===== config.mk =====
export PLATFORM = sky130hd
export DESIGN_NAME = mbist_march_ctrl_flat
export DESIGN_NICKNAME = d
export VERILOG_FILES = /design/src/rtl/mbist_pkg.sv /design/src/rtl/mbist_march_ctrl_if.sv /design/src/rtl/mbist_addr_gen.sv /design/src/rtl/mbist_march_ctrl.sv /design/src/flat_wrapper.sv
export SDC_FILE = /design/constraint.sdc
export NUM_CORES = 1
export LEC_CHECK = 0
export ABC_AREA = 1
export CORE_MARGIN = 4
export CORE_UTILIZATION = 50
export CTS_CLUSTER_DIAMETER = 30
export CTS_CLUSTER_SIZE = 28
export DETAILED_ROUTE_END_ITERATION = 6
export PLACE_DENSITY_LB_ADDON = 0.1
export SYNTH_ARGS = -nofsm -noshare
export SYNTH_HDL_FRONTEND = slang
export SYNTH_SLANG_ARGS = --single-unit

===== constraint.sdc =====
create_clock -name clk -period 2.5 [get_ports clk]
set_clock_uncertainty 0.05 [all_clocks]
set_input_delay 0.5 -clock clk [delete_from_list [all_inputs] [get_ports clk]]
set_output_delay 0.5 -clock clk [all_outputs]
set_load 0.005 [all_outputs]

===== src/rtl/mbist_pkg.sv =====
// Shared types for the March C- memory BIST controller: FSM states,
// data background codes and the March C- element table.
package mbist_pkg;

    typedef enum logic [1:0] {
        S_IDLE  = 2'b00,
        S_RUN   = 2'b01,
        S_DRAIN = 2'b10,
        S_DONE  = 2'b11
    } state_t;

    typedef logic [2:0] elem_t;

    localparam elem_t ELEM_LAST = 3'd5;

    localparam logic [1:0] BG_SOLID = 2'b00;
    localparam logic [1:0] BG_CHECK = 2'b01;
    localparam logic [1:0] BG_ROW   = 2'b10;

    // One RAM operation: read (1) or write (0), and polarity
    // (0 = background pattern, 1 = inverted pattern).
    typedef struct packed {
        logic rd;
        logic inv;
    } mop_t;

    // One march element: address direction, whether it has a second
    // op, and the ops in issue order.
    typedef struct packed {
        logic down;
        logic two;
        mop_t op0;
        mop_t op1;
    } elem_desc_t;

    // March C-: up(w0) up(r0,w1) up(r1,w0) down(r0,w1) down(r1,w0) up(r0)
    function automatic elem_desc_t march_elem(input elem_t e);
        elem_desc_t d;
        d = '0;
        case (e)
            3'd0:    d = 6'b0_0_00_00;
            3'd1:    d = 6'b0_1_10_01;
            3'd2:    d = 6'b0_1_11_00;
            3'd3:    d = 6'b1_1_10_01;
            3'd4:    d = 6'b1_1_11_00;
            3'd5:    d = 6'b0_0_10_00;
            default: d = '0;
        endcase
        return d;
    endfunction

    function automatic mop_t march_op(input elem_desc_t d, input logic idx);
        return idx ? d.op1 : d.op0;
    endfunction

endpackage


===== src/rtl/mbist_march_ctrl_if.sv =====
// RAM-side bus of the BIST controller (chip select, read/write, address,
// write data out; read data back). master = controller, slave = RAM.
interface mbist_march_ctrl_if #(
    parameter int AW = 6,
    parameter int DW = 8
);
    logic          ram_cs;
    logic          ram_rwbar;
    logic [AW-1:0] ram_addr;
    logic [DW-1:0] ram_wdata;
    logic [DW-1:0] ram_rdata;

    modport master (
        output ram_cs,
        output ram_rwbar,
        output ram_addr,
        output ram_wdata,
        input  ram_rdata
    );

    modport slave (
        input  ram_cs,
        input  ram_rwbar,
        input  ram_addr,
        input  ram_wdata,
        output ram_rdata
    );
endinterface


===== src/rtl/mbist_addr_gen.sv =====
// AW-bit up/down address counter with synchronous load.
// Ports: clk, rst (async high), load/load_val, en, down, addr, tc
// (tc = counter sits at its terminal value for the current direction).
module mbist_addr_gen #(
    parameter int AW = 6
) (
    input  logic          clk,
    input  logic          rst,
    input  logic          load,
    input  logic [AW-1:0] load_val,
    input  logic          en,
    input  logic          down,
    output logic [AW-1:0] addr,
    output logic          tc
);

    assign tc = down ? (addr == '0) : (addr == '1);

    always_ff @(posedge clk or posedge rst) begin
        if (rst) begin
            addr <= '0;
        end else if (load) begin
            addr <= load_val;
        end else if (en) begin
            addr <= down ? addr - 1'b1 : addr + 1'b1;
        end
    end

endmodule


===== src/rtl/mbist_march_ctrl.sv =====
// March C- BIST controller for a single-port synchronous SRAM.
// Ports: clk, rst (async high); start, bg_sel test request; csin/rwbarin/
// address/datain/dataout functional port; mem = RAM bus (master);
// busy, done, fail, fail_addr, fail_bits, fail_cnt status.
module mbist_march_ctrl
    import mbist_pkg::*;
#(
    parameter int AW           = 6,
    parameter int DW           = 8,
    parameter int FCW          = 8,
    parameter int STOP_ON_FAIL = 0
) (
    input  logic                clk,
    input  logic                rst,
    input  logic                start,
    input  logic [1:0]          bg_sel,
    input  logic                csin,
    input  logic                rwbarin,
    input  logic [AW-1:0]       address,
    input  logic [DW-1:0]       datain,
    output logic [DW-1:0]       dataout,
    mbist_march_ctrl_if.master  mem,
    output logic                busy,
    output logic                done,
    output logic                fail,
    output logic [AW-1:0]       fail_addr,
    output logic [DW-1:0]       fail_bits,
    output logic [FCW-1:0]      fail_cnt
);

    state_t        state;
    elem_t         elem;
    logic          op_idx;
    logic [1:0]    bg;

    logic [AW-1:0] addr;
    logic          tc;

    elem_desc_t    desc;
    elem_desc_t    nxt_desc;
    mop_t          mop;
    elem_t         load_elem;
    logic          run;
    logic          last_op;
    logic          step;
    logic          elem_end;
    logic          start_acc;
    logic          load;
    logic          mismatch;
    logic          stop;

    logic [DW-1:0] pat;
    logic [DW-1:0] bist_data;

    logic          cmp_vld;
    logic [DW-1:0] cmp_exp;
    logic [AW-1:0] cmp_addr;

    assign desc      = march_elem(elem);
    assign mop       = march_op(desc, op_idx);
    assign run       = (state == S_RUN);
    assign last_op   = !desc.two || op_idx;
    assign step      = run && last_op;
    assign elem_end  = step && tc;
    assign start_acc = start && (state == S_IDLE || state == S_DONE);

    // The counter is reloaded with the next element's start address,
    // so an up element followed by a down one restarts at DEPTH-1.
    assign load      = start_acc || elem_end;
    assign load_elem = start_acc ? elem_t'(0) : elem + 3'd1;
    assign nxt_desc  = march_elem(load_elem);

    mbist_addr_gen #(
        .AW (AW)
    ) u_addr_gen (
        .clk      (clk),
        .rst      (rst),
        .load     (load),
        .load_val ({AW{nxt_desc.down}}),
        .en       (step),
        .down     (desc.down),
        .addr     (addr),
        .tc       (tc)
    );

    always_comb begin
        pat = '0;
        case (bg)
            BG_SOLID: pat = '0;
            BG_CHECK: begin
                for (int i = 0; i < DW; i++) begin
                    pat[i] = (i % 2 == 0);
                end
            end
            BG_ROW:   pat = addr[0] ? '1 : '0;
            default:  pat = '0;
        endcase
    end

    assign bist_data = mop.inv ? ~pat : pat;

    // Read data for the op registered last cycle is on ram_rdata now.
    assign mismatch = cmp_vld && (mem.ram_rdata != cmp_exp);
    assign stop     = (STOP_ON_FAIL != 0) && mismatch;

    assign dataout = mem.ram_rdata;

    always_comb begin
        mem.ram_cs    = csin;
        mem.ram_rwbar = rwbarin;
        mem.ram_addr  = address;
        mem.ram_wdata = datain;
        if (busy) begin
            mem.ram_cs    = 1'b1;
            // DRAIN issues a harmless read so the RAM is never written.
            mem.ram_rwbar = run ? mop.rd : 1'b1;
            mem.ram_addr  = addr;
            mem.ram_wdata = bist_data;
        end
    end

    always_ff @(posedge clk or posedge rst) begin
        if (rst) begin
            state     <= S_IDLE;
            elem      <= '0;
            op_idx    <= 1'b0;
            bg        <= BG_SOLID;
            busy      <= 1'b0;
            done      <= 1'b0;
            fail      <= 1'b0;
            fail_addr <= '0;
            fail_bits <= '0;
            fail_cnt  <= '0;
            cmp_vld   <= 1'b0;
            cmp_exp   <= '0;
            cmp_addr  <= '0;
        end else begin
            cmp_vld  <= run && mop.rd;
            cmp_exp  <= bist_data;
            cmp_addr <= addr;

            if (mismatch) begin
                fail <= 1'b1;
                if (fail_cnt != '1) begin
                    fail_cnt <= fail_cnt + FCW'(1);
                end
                if (!fail) begin
                    fail_addr <= cmp_addr;
                    fail_bits <= cmp_exp ^ mem.ram_rdata;
                end
            end

            case (state)
                S_IDLE, S_DONE: begin
                    if (start) begin
                        state     <= S_RUN;
                        elem      <= '0;
                        op_idx    <= 1'b0;
                        bg        <= bg_sel;
                        busy      <= 1'b1;
                        done      <= 1'b0;
                        fail      <= 1'b0;
                        fail_addr <= '0;
                        fail_bits <= '0;
                        fail_cnt  <= '0;
                    end
                end
                S_RUN: begin
                    if (stop || (elem_end && elem == ELEM_LAST)) begin
                        state <= S_DRAIN;
                    end else if (last_op) begin
                        op_idx <= 1'b0;
                        if (tc) begin
                            elem <= elem + 3'd1;
                        end
                    end else begin
                        op_idx <= 1'b1;
                    end
                end
                S_DRAIN: begin
                    state <= S_DONE;
                    busy  <= 1'b0;
                    done  <= 1'b1;
                end
                default: begin
                    state <= S_IDLE;
                    busy  <= 1'b0;
                    done  <= 1'b0;
                end
            endcase
        end
    end

endmodule


===== src/flat_wrapper.sv =====
// flat-port wrapper written by rule: the top's interface ports become plain ports
module mbist_march_ctrl_flat import mbist_pkg::*;
#(
    parameter int AW           = 6,
    parameter int DW           = 8,
    parameter int FCW          = 8,
    parameter int STOP_ON_FAIL = 0
)
  (clk, rst, start, bg_sel, csin, rwbarin, address, datain, dataout, busy, done, fail, fail_addr, fail_bits, fail_cnt, mem_ram_cs, mem_ram_rwbar, mem_ram_addr, mem_ram_wdata, mem_ram_rdata);
  mbist_march_ctrl_if #(.AW(AW), .DW(DW)) mem_i ();
  input  logic clk;
  input  logic rst;
  input  logic start;
  input  logic [1:0] bg_sel;
  input  logic csin;
  input  logic rwbarin;
  input  logic [AW-1:0] address;
  input  logic [DW-1:0] datain;
  output logic [DW-1:0] dataout;
  output logic busy;
  output logic done;
  output logic fail;
  output logic [AW-1:0] fail_addr;
  output logic [DW-1:0] fail_bits;
  output logic [FCW-1:0] fail_cnt;
  output wire logic [$bits(mem_i.ram_cs)-1:0] mem_ram_cs;
  output wire logic [$bits(mem_i.ram_rwbar)-1:0] mem_ram_rwbar;
  output wire logic [$bits(mem_i.ram_addr)-1:0] mem_ram_addr;
  output wire logic [$bits(mem_i.ram_wdata)-1:0] mem_ram_wdata;
  input wire logic [$bits(mem_i.ram_rdata)-1:0] mem_ram_rdata;
  assign mem_ram_cs = mem_i.ram_cs;
  assign mem_ram_rwbar = mem_i.ram_rwbar;
  assign mem_ram_addr = mem_i.ram_addr;
  assign mem_ram_wdata = mem_i.ram_wdata;
  assign mem_i.ram_rdata = mem_ram_rdata;
  mbist_march_ctrl #(.AW(AW), .DW(DW), .FCW(FCW), .STOP_ON_FAIL(STOP_ON_FAIL)) u_core (.clk(clk), .rst(rst), .start(start), .bg_sel(bg_sel), .csin(csin), .rwbarin(rwbarin), .address(address), .datain(datain), .dataout(dataout), .mem(mem_i), .busy(busy), .done(done), .fail(fail), .fail_addr(fail_addr), .fail_bits(fail_bits), .fail_cnt(fail_cnt));
endmodule

### Word level (Yosys, flattened, before mapping)

Index checks and enable logic that the tools add are counted.

* register bits: 54
* bits of input ports: 29
* output and inout bits: 49
* logic and storage cells: 110

* $add $sub $neg: 4
* equality and inequality tests: 23
* multiplexer cells: 46
* bitwise operators: 2
* reductions and logical operators: 21

Operator list (number)
* 8-bit 2-to-1 mux: 11
* 6-bit one-hot mux with 5 select lines: 2
* 6-bit 2-to-1 mux: 8
* 8-bit one-hot mux with 2 select lines: 1
* 3-bit 2-to-1 mux: 5
* 3-bit by 2-bit == test with 1-bit output, second input constant: 4
* 3-bit == test, second input constant: 4
* 1-bit 2-to-1 mux: 11
* 8-bit by 1-bit adder with 8-bit output, second input constant: 1
* 2-bit inequality test, second input constant: 4
* 8-bit inequality test: 1
* 8-bit inequality test, second input constant: 1
* 8-bit inverter: 1
* 8-bit bitwise XOR: 1
* 6-bit by 1-bit adder with 6-bit output, second input constant: 1
* 2-bit == test, second input constant: 3
* 3-bit by 1-bit == test with 1-bit output, second input constant: 2
* 6-bit == test, second input constant: 1
* 1-bit logical AND: 6
* 6-bit zero test: 1
* 2-bit 2-to-1 mux: 3
* 1-bit one-hot mux with 2 select lines: 3
* 2-bit one-hot mux with 3 select lines: 1
* 3-bit one-hot mux with 2 select lines: 1
* other kinds (12): 19

### Depth between registers and ports, before layout

Gate-level depths: netlist (run 1).

* word-level depth: 9
* depth in mapped cells: 16
* gate-level depth less buffers: 16

### Hierarchy

Synthesis (run 1) repeated with hierarchy kept, for this count alone.

* cell total of the unflattened synthesis: 453
* area total of the unflattened synthesis: 3245.6 µm²

Modules (own cells, without submodules)
* mbist_march_ctrl: times used 1, cells an instance 385, area an instance 2728.9 µm², seq. area each 1051.0 µm²
* mbist_addr_gen: times used 1, cells an instance 68, area an instance 516.7 µm², seq. area each 150.1 µm²

### Worst setup path after synthesis (run 1)

Ideal clock, no wire load.

* path kind: register to register
* from: register u_core.elem[0]
* to: register u_core.u_addr_gen.addr[3]
* library setup time: 77 ps
* arrival time: 2177 ps
* data required time: 2373 ps
* setup slack: 196 ps
* cell stages (with the launch flop): 14
* buffers on the path: 0
* period minus slack after synthesis: 2304 ps
* cell sequence: dfrtp_1 > ha_1 > ha_1 > inv_1 > nand4_4 > nand2_4 > inv_1 > ha_1 > nand2_1 > nand2_1 > a31oi_1 > xnor2_1 > nand3_1 > a21oi_1

* word-level cells in the longest chain between the ends: 8
* elaborated cells on any way between the ends: 24
* those cells by class: add/sub (1); eq/ne (10); mux (7); reduce/logical (6)

RTL lines
* from (decl): RTL line mbist_march_ctrl.sv:32 `elem_t elem;`
* from (signal assigned): RTL line mbist_march_ctrl.sv:174 `elem <= elem + 3'd1;`
* parallel branches: the longest is 8 deep, another holds 3-bit by 1-bit adder with 3-bit output
* to (signal assigned): RTL line mbist_addr_gen.sv:23 `addr <= load_val;`
* to (signal assigned): RTL line mbist_addr_gen.sv:25 `addr <= down ? addr - 1'b1 : addr + 1'b1;`
* to (decl): RTL line mbist_addr_gen.sv:13 `output logic [AW-1:0] addr,`

Several ways; the timed one is not identified. The select of a mux whose other input is x is not followed.
A chain may end at the register's enable or synchronous reset.

### Final worst setup path (run 1)

* from: register u_core.elem[0]
* to: output mem_ram_wdata[4]

* word-level cells in the longest chain between the ends: 5
* elaborated cells on any way between the ends: 9
* those cells by class: eq/ne (5); mux (4)

RTL lines
* 3-bit == test (tied with other cells): RTL line mbist_pkg.sv:40 `case (e)`
* 6-bit one-hot mux with 5 select lines *: RTL line mbist_pkg.sv:40
* 2-bit 2-to-1 mux *: RTL line mbist_pkg.sv:53 `return idx ? d.op1 : d.op0;`
* 8-bit 2-to-1 mux *: RTL line mbist_march_ctrl.sv:100 `assign bist_data = mop.inv ? ~pat : pat;`
* 8-bit 2-to-1 mux *: RTL line mbist_march_ctrl.sv:113 `if (busy) begin`
* to (decl): RTL line flat_wrapper.sv:29 `output wire logic [$bits(mem_i.ram_wdata)-1:0] mem_ram_wdata;`

Every way passes the cells marked *; elsewhere a longest branch is shown, timed or not.

==> metrics.txt, run 1 <==
Clk pin slew, worst setup/hold paths=0.09 ns; slowest CP cell=dfrtp_1; Mapped Cells=430; outcome=finished, violations left; worst vdd ir=0.000808 V; WHS Endpoint=u_core.fail_addr[2]; max-slew violation count=0; pwr/cell area=1230 nW/um^2; Final Hold Fails=0; Yosys top cell area share=38.2%; Reg2Reg Depth=15; Worst R2R End=u_core.u_addr_gen.addr[5]; sequential fraction of the synthesis area=38.2%; measured slew at the worst slew-check pin=0.551 ns; Total Wirelength=7960 microns; Reg power frac=25.9%; worst path cell trace=buf_6, inv_6, ha_4, nand2_4, a21oi_2, a31o_4, xor2_4, nand2_2, buf_4, nand2_1, buf_2; Crit path depth=11; CP Buf/Inv Count=4; area leader, netlist=dfrtp_1; layout cells sized above 1=20.3%; # IOs=78; Yosys warnings=0; Tcrit/Tclk final=103%; DR vias/cell=4.93; # setup viols final=8; Synth area leaders=dfrtp_1 38%, nand2_1 16%, inv_1 6.7%; number of global-route vias before repair=2878; CTS H-Tree Depth=2; critical path launch point type=flip-flop; minimum clock period=2.59 ns; worst r2r src=u_core.elem[0]; nets@finish=572; RSZ-0062 raised after global routing=yes; 1st-iter DRT viols=151; CP Data Required Time=1.95 ns; Fillers=475; clk sinks=48; gr ovfl total=0; I/O Buffers=77; Worst Hold Class=flip-flop to flip-flop; syn nets=475; switching pwr=0.00237 W; CP peak stage delay=0.42 ns; Cell Int Power=0.00309 W; Hold Buf Count CTS=0; initial core utilization=52.1%; reg-to-reg slack, setup=-0.08 ns; Total Neg Setup Slack=-0.484 ns; mean post-synth cell area=7.31 sq um; flop and latch count out of synthesis=48; DP HPWL=5710 microns; Post-Syn Area=3140 sq um; Die Footprint=7620 sq um; largest net degree at the start of global routing=28; drt drc=0; Clock power frac=10.3%; final cell count without fillers=603; antenna violations before repair=0; failing checks=negative setup slack; FMAX=387 MHz; die height=87.3 microns; fin worst setup slack=-0.0856 ns; first-pass GRT wire length=12900 microns; most common cell after layout, fill and taps aside=nand2_1; combinational share of power=63.8%; Hold Path Origin=u_core.cmp_addr[2]; vias=2970; GPL Wtd Cong=0.815; worst skew pair latency=0.31 ns; Pleak=2.25 nW; Worst Path Max Fanout=3; Switching Fraction=43.4%; wire per inst=13.2 microns; worst hold path depth=2; CTS Buf Count=5; antenna cells=0; Rows=28; Crit Path Class=flip-flop to output port; area grow syn2layout=41.2%; TritonRoute pass-1 iters=4; commonest cells after routing, fill and taps aside=123 x nand2_1, 68 x clkdlybuf4s50_1, 53 x nor2_1; slew margin rel.=63.2%; cell family with most CP delay=buffers and inverters; die extent in x=87.3 microns; TritonCTS clock tree=done; GRT Util Overall=21.1%; placed cells=584; root buffer cell=clkbuf_8; Critical Path AT=2.04 ns; maximum clock path buffer count=2; post-route ant nets=0; synth unique cells=31; max_cap viols=0; core area=6030 sq um; CP endpoint kind=output port
cell usage after synthesis:
cell type	n
xor2_1	7
nor2_4	1
clkinv_1	1
a21oi_2	1
a21oi_1	15
or2_2	2
buf_2	2
inv_2	3
ha_1	15
o21bai_1	1
nand3_2	1
inv_1	56
a31oi_1	2
buf_4	8
nand4_1	8
nand2_4	5
buf_6	4
nor2_1	55
fa_1	1
nand3b_1	3
o21ai_0	14
a31o_2	1
nand3_4	1
dfrtp_1	48
xnor2_1	10
clkbuf_1	4
nor3_1	3
nand2_2	6
nand4_4	1
nand3_1	15
nand2_1	136
registers in the layout (all words and copies together), names as in the netlist, 3 cells and up:
name                    cells
u_core.cmp_addr             6
u_core.elem                 3
u_core.fail_addr            6
u_core.fail_bits            8
u_core.fail_cnt             8
u_core.u_addr_gen.addr      6
worst reg2reg max path, cell delays in order, from the launching register on:
cell and delay (ns):
dfrtp_1 0.42, buf_6 0.16, ha_4 0.17, ha_2 0.17, inv_2 0.07, nand4_4 0.10
nand2_4 0.11, clkinvlp_4 0.17, ha_4 0.27, a21oi_1 0.25, nand2_2 0.09, nor2_2 0.11
nand3_1 0.07, nand2_1 0.06, nand3_1 0.07, a21oi_1 0.17
cells by family after synthesis:
kind of cell             count (synthesis)  share of synthesized area (%)
XOR/XNOR                                17                           4.74
AO/OA/AOI/OAI                           34                           5.81
AND/OR/NAND/NOR                        237                           33.3
buffers and inverters                   78                           11.3
flip-flops                              48                           38.2
adder cells (fa/ha/maj)                 16                           6.61
power groups by stage:
stage          Sequential [W]  Combinational (W)  Clock, W
2_1_floorplan         0.00135            0.00182         0
3_3_place_gp          0.00139            0.00294         0
3_5_place_dp          0.00141            0.00301         0
4_1_cts               0.00141            0.00319  0.000571
5_1_grt               0.00146            0.00389  0.000601
6_report              0.00141            0.00348  0.000563
layer usage:
metal,vias up,share of wire [%],GRT usage (%)
li1,1502,-,-
met1,1359,41,25.9
met2,97,50,36.8
met3,12,6.5,4.45
met4,0,2.1,6.69
met5,-,0,0
worst max-delay path by stage:
stage / slack [ns] / startpoint / end
6_report: -0.09 / u_core.elem[0] / mem_ram_wdata[4]
4_1_cts: -0.0004 / u_core.elem[0] / u_core.u_addr_gen.addr[5]
5_1_grt: -0.23 / u_core.elem[0] / u_core.u_addr_gen.addr[5]
3_5_place_dp: -0.08 / u_core.elem[0] / mem_ram_wdata[2]
2_1_floorplan: 0.20 / u_core.elem[0] / u_core.u_addr_gen.addr[3]
3_3_place_gp: 0.006 / u_core.elem[1] / mem_ram_wdata[5]
metrics by stage:
| step | total power, W | util (%) | hold WS (ns) | cell area, sq um | setup slack, ns |
|---|---|---|---|---|---|
| floorplan | 0.00318 | - | 0.388 | 3140 | 0.196 |
| global placement | 0.00433 | 66.8 | 0.413 | 4030 | 0.00645 |
| detailed placement | 0.00442 | 66.8 | 0.415 | 4030 | -0.0808 |
| CTS | 0.00516 | 70.8 | 0.429 | 4270 | -0.000427 |
| global route | 0.00595 | 73.6 | 0.471 | 4440 | -0.234 |
| finish | 0.00546 | 73.6 | 0.434 | 4440 | -0.0856 |
what timing repair did:
item	4_1_cts	5_1_grt
gates cloned	0	0
resized for setup	55	38
pin swaps	6	19
endpoints found under the setup margin	12	12
buffers inserted	7	4
cell type report:
cell class | count | area (sq um) | share of cell area [%]
timing repair buffer | 108 | 1000 | 22.6
clock inverter | 3 | 42.5 | 0.959
clock buffer | 5 | 68.8 | 1.55
inverter | 60 | 234 | 5.27
sequential | 48 | 1200 | 27.1
multi-input combinational | 304 | 1790 | 40.4
tap | 75 | 93.8 | 2.12
Power figures use the tool's default switching activity.
==> run 2, diff against run 1 <==
Settings changed: CORE_UTILIZATION 50 to 30.
==> run 2 against run 1 <==
  * The flow still finishes with violations (negative setup slack)
  * Core utilization down 29 points
  * Highest routed layer unchanged
  * Register-to-register slack better by 0.10 ns
  * Critical endpoint is now mem_ram_wdata[2]
  * Sequential share of layout area shrank 0.84 points
==> metrics.txt, run 2 (same netlist as run 1, synthesis figures left out) <==
outcome=finished, violations left; failing checks=negative setup slack; fin worst setup slack=-0.0326 ns; Tcrit/Tclk final=101%; Final Hold Fails=0; RSZ-0062 raised after global routing=yes; # IOs=78; # setup viols final=7; worst r2r src=u_core.elem[1]; placed cells=646; number of global-route vias before repair=2679; switching pwr=0.00240 W; Crit Path Class=flip-flop to output port; clk sinks=48; Die Footprint=12200 sq um; Rows=37; Worst Hold Class=flip-flop to flip-flop; max-slew violation count=0; most common cell after layout, fill and taps aside=nand2_1; die extent in x=110 microns; biggest regs=u_core.fail_bits x8, u_core.fail_cnt x8; Pwr Total=0.00556 W; root buffer cell=clkbuf_8; layout cells sized above 1=20.9%; core area=10300 sq um; combinational share of power=64.0%; DP HPWL=6120 microns; I/O Buffers=77; worst skew pair latency=0.31 ns; Worst Path Max Fanout=3; 1st-iter DRT viols=120; nets@finish=576; GPL Wtd Cong=0.803; Critical Path AT=1.98 ns; CTS H-Tree Depth=2; minimum clock period=2.53 ns; vias=2941; critical path launch point type=flip-flop; Clock power frac=10.6%; CP endpoint kind=output port; gr ovfl total=0; worst vdd ir=0.000533 V; Pleak=2.27 nW; Switching Fraction=43.2%; Fillers=1069; worst setup path start=u_core.elem[1]; first-pass GRT wire length=13100 microns; post-route ant nets=0; Hold Path Origin=u_core.cmp_addr[1]; TritonCTS clock tree=done; max_cap viols=0; FF+latch area=1200 sq um; pwr/cell area=1210 nW/um^2; multi-input logic area=1820 sq um; Total Wirelength=8460 microns; commonest cells after routing, fill and taps aside=126 x nand2_1, 68 x clkdlybuf4s50_1, 54 x nor2_1; slew margin rel.=71.2%; utilization after layout=44.6%; CP Data Required Time=1.95 ns; Reg power frac=25.4%; final cell count without fillers=668; CTS Buf Count=5; final non-filler cell area=4580 sq um; TritonRoute pass-1 iters=4; antenna cells=0; DR vias/cell=4.40; wire per inst=12.7 microns; Cell Int Power=0.00316 W; Clk pin slew, worst setup/hold paths=0.10 ns; area grow syn2layout=45.9%; initial core utilization=30.6%; drt drc=0; FMAX=395 MHz; Total Neg Setup Slack=-0.167 ns; dpl cell area=4120 sq um; maximum clock path buffer count=2; GRT Util Overall=13.7%; antenna violations before repair=0; largest net degree at the start of global routing=49; measured slew at the worst slew-check pin=0.432 ns; die height=110 microns
==> run 2: changes by cell type in the layout (fill, tap and decap cells not counted), moves of 2 or more <==
cell     delta
a21oi_1     -3
a21oi_2     +2
buf_12      +2
buf_4       +5
buf_6       -3
ha_2        -2
ha_4        +2
nand2_1     +3
nand2_2     -4
==> run 2: final timing paths <==
kind / to / slack, ns / cells after the start
worst max register to register: u_core.u_addr_gen.addr[5] / 0.02 / 17
worst min-delay path: u_core.fail_addr[1] / 0.45 / 2
worst max-delay path: mem_ram_wdata[2] / -0.03 / 10
max in group asynchronous: u_core.elem[1] / 1.64 / 3
min in group asynchronous: u_core.fail_addr[3] / 0.49 / 3
worst min register to register: u_core.fail_addr[1] / 0.45 / 2
==> run 2: timing repair <==
action | in CTS | in global routing
hold buffers | 0 | 0
pin swaps | 6 | 19
setup endpoints to repair | 12 | 12
gates cloned | 0 | 0
buffers inserted | 7 | 7
gates resized for setup | 51 | 44
==> run 2: cell type report <==
class                           count  area share [%]
Timing Repair Buffer              112            22.9
Inverter                           60            5.16
Sequential cell                    48            26.2
Tap cell                          136            3.71
Clock buffer                        5            1.50
Multi-Input combinational cell    304            39.6
Clock inverter                      3           0.928
==> run 2: per-layer routing <==
metal,track usage [%],part of all wire [%],vias up
met5,0,0,-
met2,22.5,46,50
met1,18.6,49,1374
li1,-,-,1511
met3,2.62,3.9,6
met4,3.52,0.99,0
==> run 2: per-stage QoR <==
stage / hold WS [ns] / worst slack, ns
4_1_cts: 0.449 / -0.00890
2_1_floorplan: 0.388 / 0.196
6_report: 0.450 / -0.0326
3_3_place_gp: 0.416 / -0.00955
3_5_place_dp: 0.422 / -0.0475
5_1_grt: 0.475 / -0.162
==> run 2: worst max-delay path, stage by stage, from the launching register on <==
cell,delay (ns)
dfrtp_2,0.43
buf_4,0.15
ha_4,0.16
nand2_4,0.08
a21oi_4,0.05
a31o_4,0.24
xor2_2,0.17
nand2_2,0.11
buf_6,0.14
nand2_4,0.05
buf_6,0.09
==> run 2: power by group through the flow <==
stage | logic, W | registers, W | clock network (W)
floorplan | 0.00182 | 0.00135 | 0
global placement | 0.00306 | 0.00141 | 0
detailed placement | 0.00308 | 0.00141 | 0
CTS | 0.00326 | 0.00141 | 0.000615
global route | 0.00398 | 0.00147 | 0.000640
finish | 0.00356 | 0.00141 | 0.000590
